### src/rtl/irq_pkg.sv
// Shared sizes and vector types for the interrupt request-capture stage.
package irq_pkg;

  localparam int N_REQ = 8;
  localparam int IDX_W = 3;

  typedef logic [N_REQ-1:0] req_vec_t;
  typedef logic [IDX_W-1:0] req_idx_t;

endpackage : irq_pkg

### src/rtl/sync_ff.sv
// Single-bit multi-flop synchroniser for one asynchronous request line.
module sync_ff #(
  parameter int SYNC_STAGES = 2
) (
  input  logic clk,
  input  logic rst_n,
  input  logic d,
  output logic q
);

  logic [SYNC_STAGES-1:0] chain_reg;

  always_ff @(posedge clk or negedge rst_n) begin
    if (!rst_n) begin
      chain_reg <= '0;
    end else begin
      chain_reg <= {chain_reg[SYNC_STAGES-2:0], d};
    end
  end

  assign q = chain_reg[SYNC_STAGES-1];

  initial begin : depth_check
    assert (SYNC_STAGES >= 2 && SYNC_STAGES <= 3)
      else $fatal(1, "sync_ff: SYNC_STAGES must be 2 or 3");
  end

endmodule : sync_ff

### src/rtl/irq_pending_capture.sv
// Request capture: synchronise, detect rising edges, hold sticky pending bits until acked.
// Optional per-line overflow flags are built only when IRQ_OVF_EN is defined.
module irq_pending_capture
  import irq_pkg::*;
#(
  parameter int SYNC_STAGES = 2
) (
  input  logic     clk,
  input  logic     rst_n,
  input  req_vec_t req_in,
  input  req_vec_t mask,
  input  logic     ack_valid,
  input  req_idx_t ack_idx,
  output req_vec_t pend_out,
  output logic     pend_any,
  output req_vec_t ovf,
  input  logic     ovf_clr
);

  req_vec_t sync_s;
  req_vec_t s_prev_reg;
  req_vec_t edge_det;
  req_vec_t clr;
  req_vec_t pending_reg;
  req_vec_t pending_next;

  genvar gi;
  generate
    for (gi = 0; gi < N_REQ; gi++) begin : g_line
      sync_ff #(
        .SYNC_STAGES(SYNC_STAGES)
      ) u_sync (
        .clk  (clk),
        .rst_n(rst_n),
        .d    (req_in[gi]),
        .q    (sync_s[gi])
      );

      assign clr[gi] = ack_valid && (ack_idx == req_idx_t'(gi));
      // A fresh edge beats a same-cycle ack so the line re-arms instead of being lost.
      assign pending_next[gi] = edge_det[gi] | (pending_reg[gi] & ~clr[gi]);
    end
  endgenerate

  assign edge_det = sync_s & ~s_prev_reg;

  always_ff @(posedge clk or negedge rst_n) begin
    if (!rst_n) begin
      s_prev_reg  <= '0;
      pending_reg <= '0;
    end else begin
      s_prev_reg  <= sync_s;
      pending_reg <= pending_next;
    end
  end

  // Mask only hides lines from the encoder; capture carries on underneath.
  assign pend_out = pending_reg & ~mask;
  assign pend_any = |pend_out;

`ifdef IRQ_OVF_EN
  req_vec_t ovf_reg;
  req_vec_t ovf_next;

  always_comb begin
    ovf_next = ovf_clr ? '0 : ovf_reg;
    ovf_next = ovf_next | (edge_det & pending_reg & ~clr);
  end

  always_ff @(posedge clk or negedge rst_n) begin
    if (!rst_n) begin
      ovf_reg <= '0;
    end else begin
      ovf_reg <= ovf_next;
    end
  end

  assign ovf = ovf_reg;
`else
  logic unused_ovf_clr;
  assign unused_ovf_clr = ovf_clr;
  assign ovf            = '0;
`endif

endmodule : irq_pending_capture

### config.mk
export PLATFORM = sky130hd
export DESIGN_NAME = irq_pending_capture
export DESIGN_NICKNAME = d
export VERILOG_FILES = /design/src/rtl/irq_pkg.sv /design/src/rtl/sync_ff.sv /design/src/rtl/irq_pending_capture.sv
export SDC_FILE = /design/constraint.sdc
export NUM_CORES = 1
export LEC_CHECK = 0
export ABC_AREA = 1
export CAP_MARGIN = 5
export CORE_ASPECT_RATIO = 1.5
export CORE_UTILIZATION = 37
export CTS_CLUSTER_DIAMETER = 80
export CTS_CLUSTER_SIZE = 12
export DETAILED_ROUTE_END_ITERATION = 10
export PLACE_DENSITY_LB_ADDON = 0.05
export REMOVE_ABC_BUFFERS = 1
export SYNTH_ARGS = -nofsm -noshare
export SYNTH_HDL_FRONTEND = slang
export SYNTH_SLANG_ARGS = --single-unit
### constraint.sdc
create_clock -name clk -period 0.8 [get_ports clk]
set_input_delay 0.08 -clock clk [delete_from_list [all_inputs] [get_ports clk]]
set_output_delay 0.08 -clock clk [all_outputs]
set_load 0.05 [all_outputs]
* Word-level counts from Yosys, hierarchy flattened
Cells that the tools add are included.
Word-level totals: register bits 32, logic and storage cells 55, output and inout port bits 17, input port bits 23
Operators by class: bitwise logic cells 28, eq/ne operators 7, reduce and logical (&&, ||, !) cells 10
Operators with widths (number):
- $and A8 B8 Y8 | 2
- $not A8 Y8 | 2
- $eq A3 B3 Y1 const B | 4
- $and A1 B1 Y1 | 8
- $logic_and A1 B1 Y1 | 8
- $not A1 Y1 | 8
- $or A1 B1 Y1 | 8
- $reduce_or A8 Y1 | 1
- $eq A3 B2 Y1 const B | 2
- $eq A3 B1 Y1 const B | 1
- $logic_not A3 Y1 | 1

* Logic depth before layout (Yosys ltp)
Gate-level depths: netlist of the first run.
depth after elaboration 5, depth in mapped cells 6, depth with buffers taken out 6

* Modules after synthesis
Synthesis of the first run repeated with hierarchy kept, for this count alone.
Second synthesis, totals: cell total of the unflattened synthesis 121, area, all modules 1173.6 um^2
Modules (own cells, without submodules):
- irq_pending_capture | times used 1, cells an instance 105, area an instance 773.2 um^2
- sync_ff | times used 8, cells an instance 2, area an instance 50.0 um^2

* Worst setup path after synthesis of the first run
No wires, ideal clock.
path kind register to output, start register pending_reg[0], end output pend_any, arrival time 0.853 ns, path slack -0.133 ns, path buffers 0, data required time 0.720 ns, stages on the path, launching flop included 5, path through dfrtp_1 > nand2_1 > nand2_1 > nor2_1 > nand2_1
Between the ends: word-level cells in the longest chain between the ends 2
Ends and longest elaborated chain:
- start, declared | RTL line irq_pending_capture.sv:24 | req_vec_t pending_reg;
- start signal, assigned | RTL line irq_pending_capture.sv:53 | pending_reg <= pending_next;
- $and A8 B8 Y8 | RTL line irq_pending_capture.sv:58 | assign pend_out = pending_reg & ~mask;
- $reduce_or A8 Y1 | RTL line irq_pending_capture.sv:59 | assign pend_any = |pend_out;
- end, declared | RTL line irq_pending_capture.sv:15 | output logic pend_any,
Every way passes these cells.

* Worst setup path in the final report of the first run
start register pending_reg[3], end output pend_any
Same word-level chain as after synthesis.

==> flow_summary.json, run 1 <==
{
  "finalHoldViolCount": 0,
  "grt_setup_unrepaired": "yes",
  "finalSetupViolCount": 10,
  "routed_wl_mm": 1.88,
  "failed_checks": "negative setup slack",
  "die_area_um2": 3410,
  "cts_made_buffers": 5,
  "antenna_cells": 0,
  "numPortBuffers": 30,
  "clkTransAtPathRegs_ns": 0.06,
  "cts_buffer_depth": 2,
  "start_util_pct": 39.5,
  "period_share_pct": 151,
  "synthTopCellsByArea": "dfrtp_1 68%, nand2_1 13%, inv_1 8.3%",
  "grt-ovfl-total": 0,
  "core.rowCount": 24,
  "holdBufCountCts": 0,
  "area_growth_pct": 54.8,
  "clkLatencyLatePin_ns": 0.27,
  "ys_seq_area_share_pct": 68.2,
  "synth_seq_cells": 32,
  "drc": 0,
  "io_pins": 40,
  "cp.required_ns": 0.72,
  "power_density_nw_per_um2": 2090,
  "finalPower_mw": 3.80,
  "yosys.area.top_type": "dfrtp_1",
  "path_cells": "nand2_2, nand2_1, nor2_1, nand2_1, buf_6",
  "synth_cell_types": 9,
  "hp-class": "in2async",
  "synth_top_area_share_pct": 68.2,
  "final_nets": 190,
  "num_vias": 830,
  "cts.sinks": 32,
  "max_stage_delay_ns": 0.40,
  "drive_gt1_share_pct": 28.7,
  "worstSetupPathType": "reg2out",
  "final_cell_mix": "32 x nand2_1, 32 x dfrtp_1, 18 x inv_1, 18 x clkdlybuf4s50_1",
  "finalMaxSlewViolations": 0,
  "drtPass1Iterations": 2,
  "drtIter0Drc": 12,
  "cts_tree": "done",
  "synthesis.area_um2": 1170,
  "htreeDepth": 2,
  "antenna_found_initial": 0,
  "postRouteAntennaNets": 0,
  "largest_register_ffs": 16,
  "setup_tns_ns": -2.43,
  "fp.dieH_um": 71.0,
  "die_x_um": 48.0,
  "clock_skew_ns": 0.00366,
  "cap_violations": 0,
  "max_freq_mhz": 830,
  "place.gp.congestion": 0.743,
  "grt_max_degree": 33,
  "grt_pass1_wl_mm": 2.97,
  "fin_ws_ns": -0.405,
  "grt_util_all_layers_pct": 13.4,
  "ys_warn_count": 0,
  "cp.arrival_ns": 1.13,
  "whs_ns": 0.166,
  "status": "complete, but fails checks",
  "viasPerCell": 4.03,
  "hpwl_mm": 1.33,
  "core_um2": 2970,
  "routedWlPerCell_um": 9.12,
  "cp-end-kind": "output port",
  "cp-start-kind": "flip-flop",
  "fin_crit_ns": 1.21,
  "p_leak_nw": 0.949,
  "critPathSlowestCell": "dfrtp_1",
  "syn_avg_cell_area_um2": 9.70,
  "syn_inst": 121,
  "root_buffer": "clkbuf_8",
  "cp_common_cell": "nand2_1",
  "critPathMaxFanout": 2,
  "vdd.ir_drop.worst_mv": 1.74,
  "grt_pass1_vias": 740
}
==> cell type report <==
type                       instances  area (um^2)
fill                             247         1160
sequential                        32          801
timing repair buffer              40          495
multi-input combinational         59          256
inverter                          29          119
clock buffer                       7         96.3
tap                               39         48.8
==> final timing paths <==
check                                                     end                          start  slack (ns)  cells after the start
worst max-delay path                                 pend_any                 pending_reg[3]       -0.41                      5
worst max register to register                 pending_reg[1]                 pending_reg[1]       -0.01                      4
worst min-delay path            g_line[3].u_sync.chain_reg[0]                          rst_n        0.17                      2
min in group clk                               pending_reg[5]                     ack_idx[0]        0.17                      4
worst min register to register  g_line[4].u_sync.chain_reg[1]  g_line[4].u_sync.chain_reg[0]        0.34                      0
max in group asynchronous       g_line[4].u_sync.chain_reg[0]                          rst_n        0.47                      2
==> kinds of logic (layout without fill, tap and decap cells) <==
logic type	after synthesis	count (layout)	synth area share [%]
buf+inv	37	76	14.4
other cells	1	8	0.320
compound gates	5	5	2.13
flops	32	32	68.2
simple gates	46	46	14.9
==> layer usage <==
layer	wire [um]	up-vias	track usage, %
met5	0	-	0
met1	702	373	13.4
met4	62	0	10.2
met2	955	34	19.7
li1	-	417	-
met3	158	6	7.40
==> where the power goes <==
group	internal (mW)	switching, mW
Sequential	1.72	0.0423
Combinational	0.357	0.416
Clock	0.764	0.505
Total	2.84	0.963
==> synth_stat cells (all sizes together) <==
master	count
buf	8
conb	1
dfrtp	32
inv	29
nand2	41
nor2	5
o21ai	5
==> critical path, delay by kind of cell (launching register included) <==
kind | cells | cell delay (ns)
flops | 1 | 0.40
simple gates | 4 | 0.31
buf+inv | 1 | 0.15
==> stage by stage <==
stage                     cells  worst slack, ns  instance area (um^2)  util, %
after detailed placement    196           -0.326                  1630     54.9
after CTS                   206           -0.406                  1770     59.5
after global routing        206           -0.478                  1820     61.1
after floorplan             120           -0.133                  1140        -
final                       206           -0.405                  1820     61.1
after global placement      196           -0.341                  1630     54.9
==> repair_timing <==
| action | CTS | global route |
|---|---|---|
| resized for setup | 11 | 20 |
| setup endpoints to repair | 10 | 15 |
| pin swaps | 9 | 6 |
| buffers inserted | 3 | 2 |
Power figures use the tool's default switching activity.
==> inputs of run 2 (changes only) <==
CORE_MARGIN = 3   (was default)
CORE_UTILIZATION = 25   (was 37)
==> flow_summary.json, run 2 (same netlist as run 1, synthesis figures left out) <==
{
  "status": "complete, but fails checks",
  "failed_checks": "negative setup slack",
  "period_share_pct": 150,
  "finalHoldViolCount": 0,
  "postRouteAntennaNets": 0,
  "cp.arrival_ns": 1.12,
  "crit_start": "pending_reg[5]",
  "routed_wl_mm": 1.90,
  "cts.sinks": 32,
  "final_nets": 191,
  "final_cell_mix": "34 x nand2_1, 32 x dfrtp_1, 19 x inv_1",
  "hp-class": "in2async",
  "power_frac_comb_pct": 20.1,
  "place.gp.congestion": 0.672,
  "r2r_start": "pending_reg[2]",
  "post-place-cells": 220,
  "pwr-share-seq_pct": 46.4,
  "numPortBuffers": 30,
  "drc": 0,
  "drtPass1Iterations": 4,
  "cap_violations": 0,
  "cts_made_buffers": 5,
  "p_leak_nw": 0.952,
  "finalSetupViolCount": 9,
  "core.rowCount": 29,
  "drtIter0Drc": 8,
  "viasPerCell": 3.48,
  "die_x_um": 61.9,
  "grt_max_degree": 33,
  "cp_common_cell": "nand2_1",
  "cp.required_ns": 0.72,
  "placed_area_um2": 1670,
  "fin_crit_ns": 1.20,
  "cp-end-kind": "output port",
  "final_util_pct": 41.9,
  "root_buffer": "clkbuf_8",
  "dpl_worst_slack_ns": -0.355,
  "cp_top_family": "flip-flops",
  "core_um2": 4390,
  "area_growth_pct": 56.6,
  "grt_util_all_layers_pct": 7.97,
  "layout_commonest_cell": "nand2_1",
  "finalMaxSlewViolations": 0,
  "p_clk_share_pct": 33.5,
  "p_int_mw": 2.83,
  "antenna_found_initial": 0,
  "hpwl_mm": 1.43,
  "num_vias": 800,
  "worstSetupPathType": "reg2out",
  "cts_buffer_depth": 2,
  "io_pins": 40,
  "max_stage_delay_ns": 0.39,
  "clkTransAtPathRegs_ns": 0.06,
  "r2r_setup_slack_ns": 0.09,
  "setup_tns_ns": -2.58,
  "largest_register_ffs": 16,
  "drive_gt1_share_pct": 27.4,
  "clkLatencyLatePin_ns": 0.27,
  "critPathSlowestCell": "dfrtp_1",
  "whs_ns": 0.164,
  "power_density_nw_per_um2": 2060,
  "p_switching_uw": 954,
  "grt_pass1_wl_mm": 3.24,
  "htreeDepth": 2,
  "clock_skew_ns": 0.00193,
  "switching_share_pct": 25.2,
  "finalPower_mw": 3.79,
  "postLayoutCellArea_um2": 1840,
  "critPathBufInv": 1,
  "cts_tree": "done",
  "fin_ws_ns": -0.399,
  "grt_setup_unrepaired": "yes",
  "antenna_cells": 0,
  "die_area_um2": 5570,
  "start_util_pct": 26.7,
  "path_cells": "nand2_2, nand2_1, nor2_1, nand2_1, buf_6",
  "grt_pass1_vias": 799,
  "max_freq_mhz": 834,
  "fin_cells": 230,
  "cp-start-kind": "flip-flop",
  "vdd.ir_drop.worst_mv": 0.944,
  "critPathMaxFanout": 2,
  "fp.dieH_um": 89.9,
  "grt-ovfl-total": 0,
  "routedWlPerCell_um": 8.27
}
run 2: cell count changes in the layout (fill, tap and decap cells not counted), sizes merged:
cell,previous run,this run
buf,19,20
clkdlybuf4s50,18,17
dlygate4sd2,0,1
run 2: cell type report:
type	instances	area [um^2]
Clock buffer	7	96.3
Fill cell	431	2550
Inverter	29	119
Multi-Input combinational cell	59	250
Sequential cell	32	801
Tap cell	62	77.6
Timing Repair Buffer	41	494
run 2: final timing paths:
check | to | depth (start not counted)
max | pend_any | 5
min | s_prev_reg[1] | 2
max reg2reg | pending_reg[2] | 3
min reg2reg | g_line[2].u_sync.chain_reg[1] | 0
max in group asynchronous | g_line[4].u_sync.chain_reg[1] | 2
min in group clk | pending_reg[3] | 4
run 2: routing by layer:
metal / share of wire [%] / up-vias / track usage (%)
met4: 3.4 / 0 / 5.31
met2: 49 / 35 / 12.7
met1: 37 / 343 / 8.06
li1: - / 415 / -
met5: 0 / - / 0
met3: 9.8 / 7 / 3.15
run 2: power by group through the flow:
stage	sequential [mW]	clock [mW]	combinational [mW]
2_1_floorplan	1.77	0	0.330
3_3_place_gp	1.78	0	0.702
3_5_place_dp	1.78	0	0.709
4_1_cts	1.75	1.34	0.732
5_1_grt	1.77	1.41	0.822
6_report	1.76	1.27	0.760
run 2: repair_timing:
action                                  in CTS  in global routing
buffers inserted                             2                  2
pin swaps                                   11                  7
resized for setup                           11                 16
endpoints found under the setup margin      10                 17
hold buffers                                 0                  0
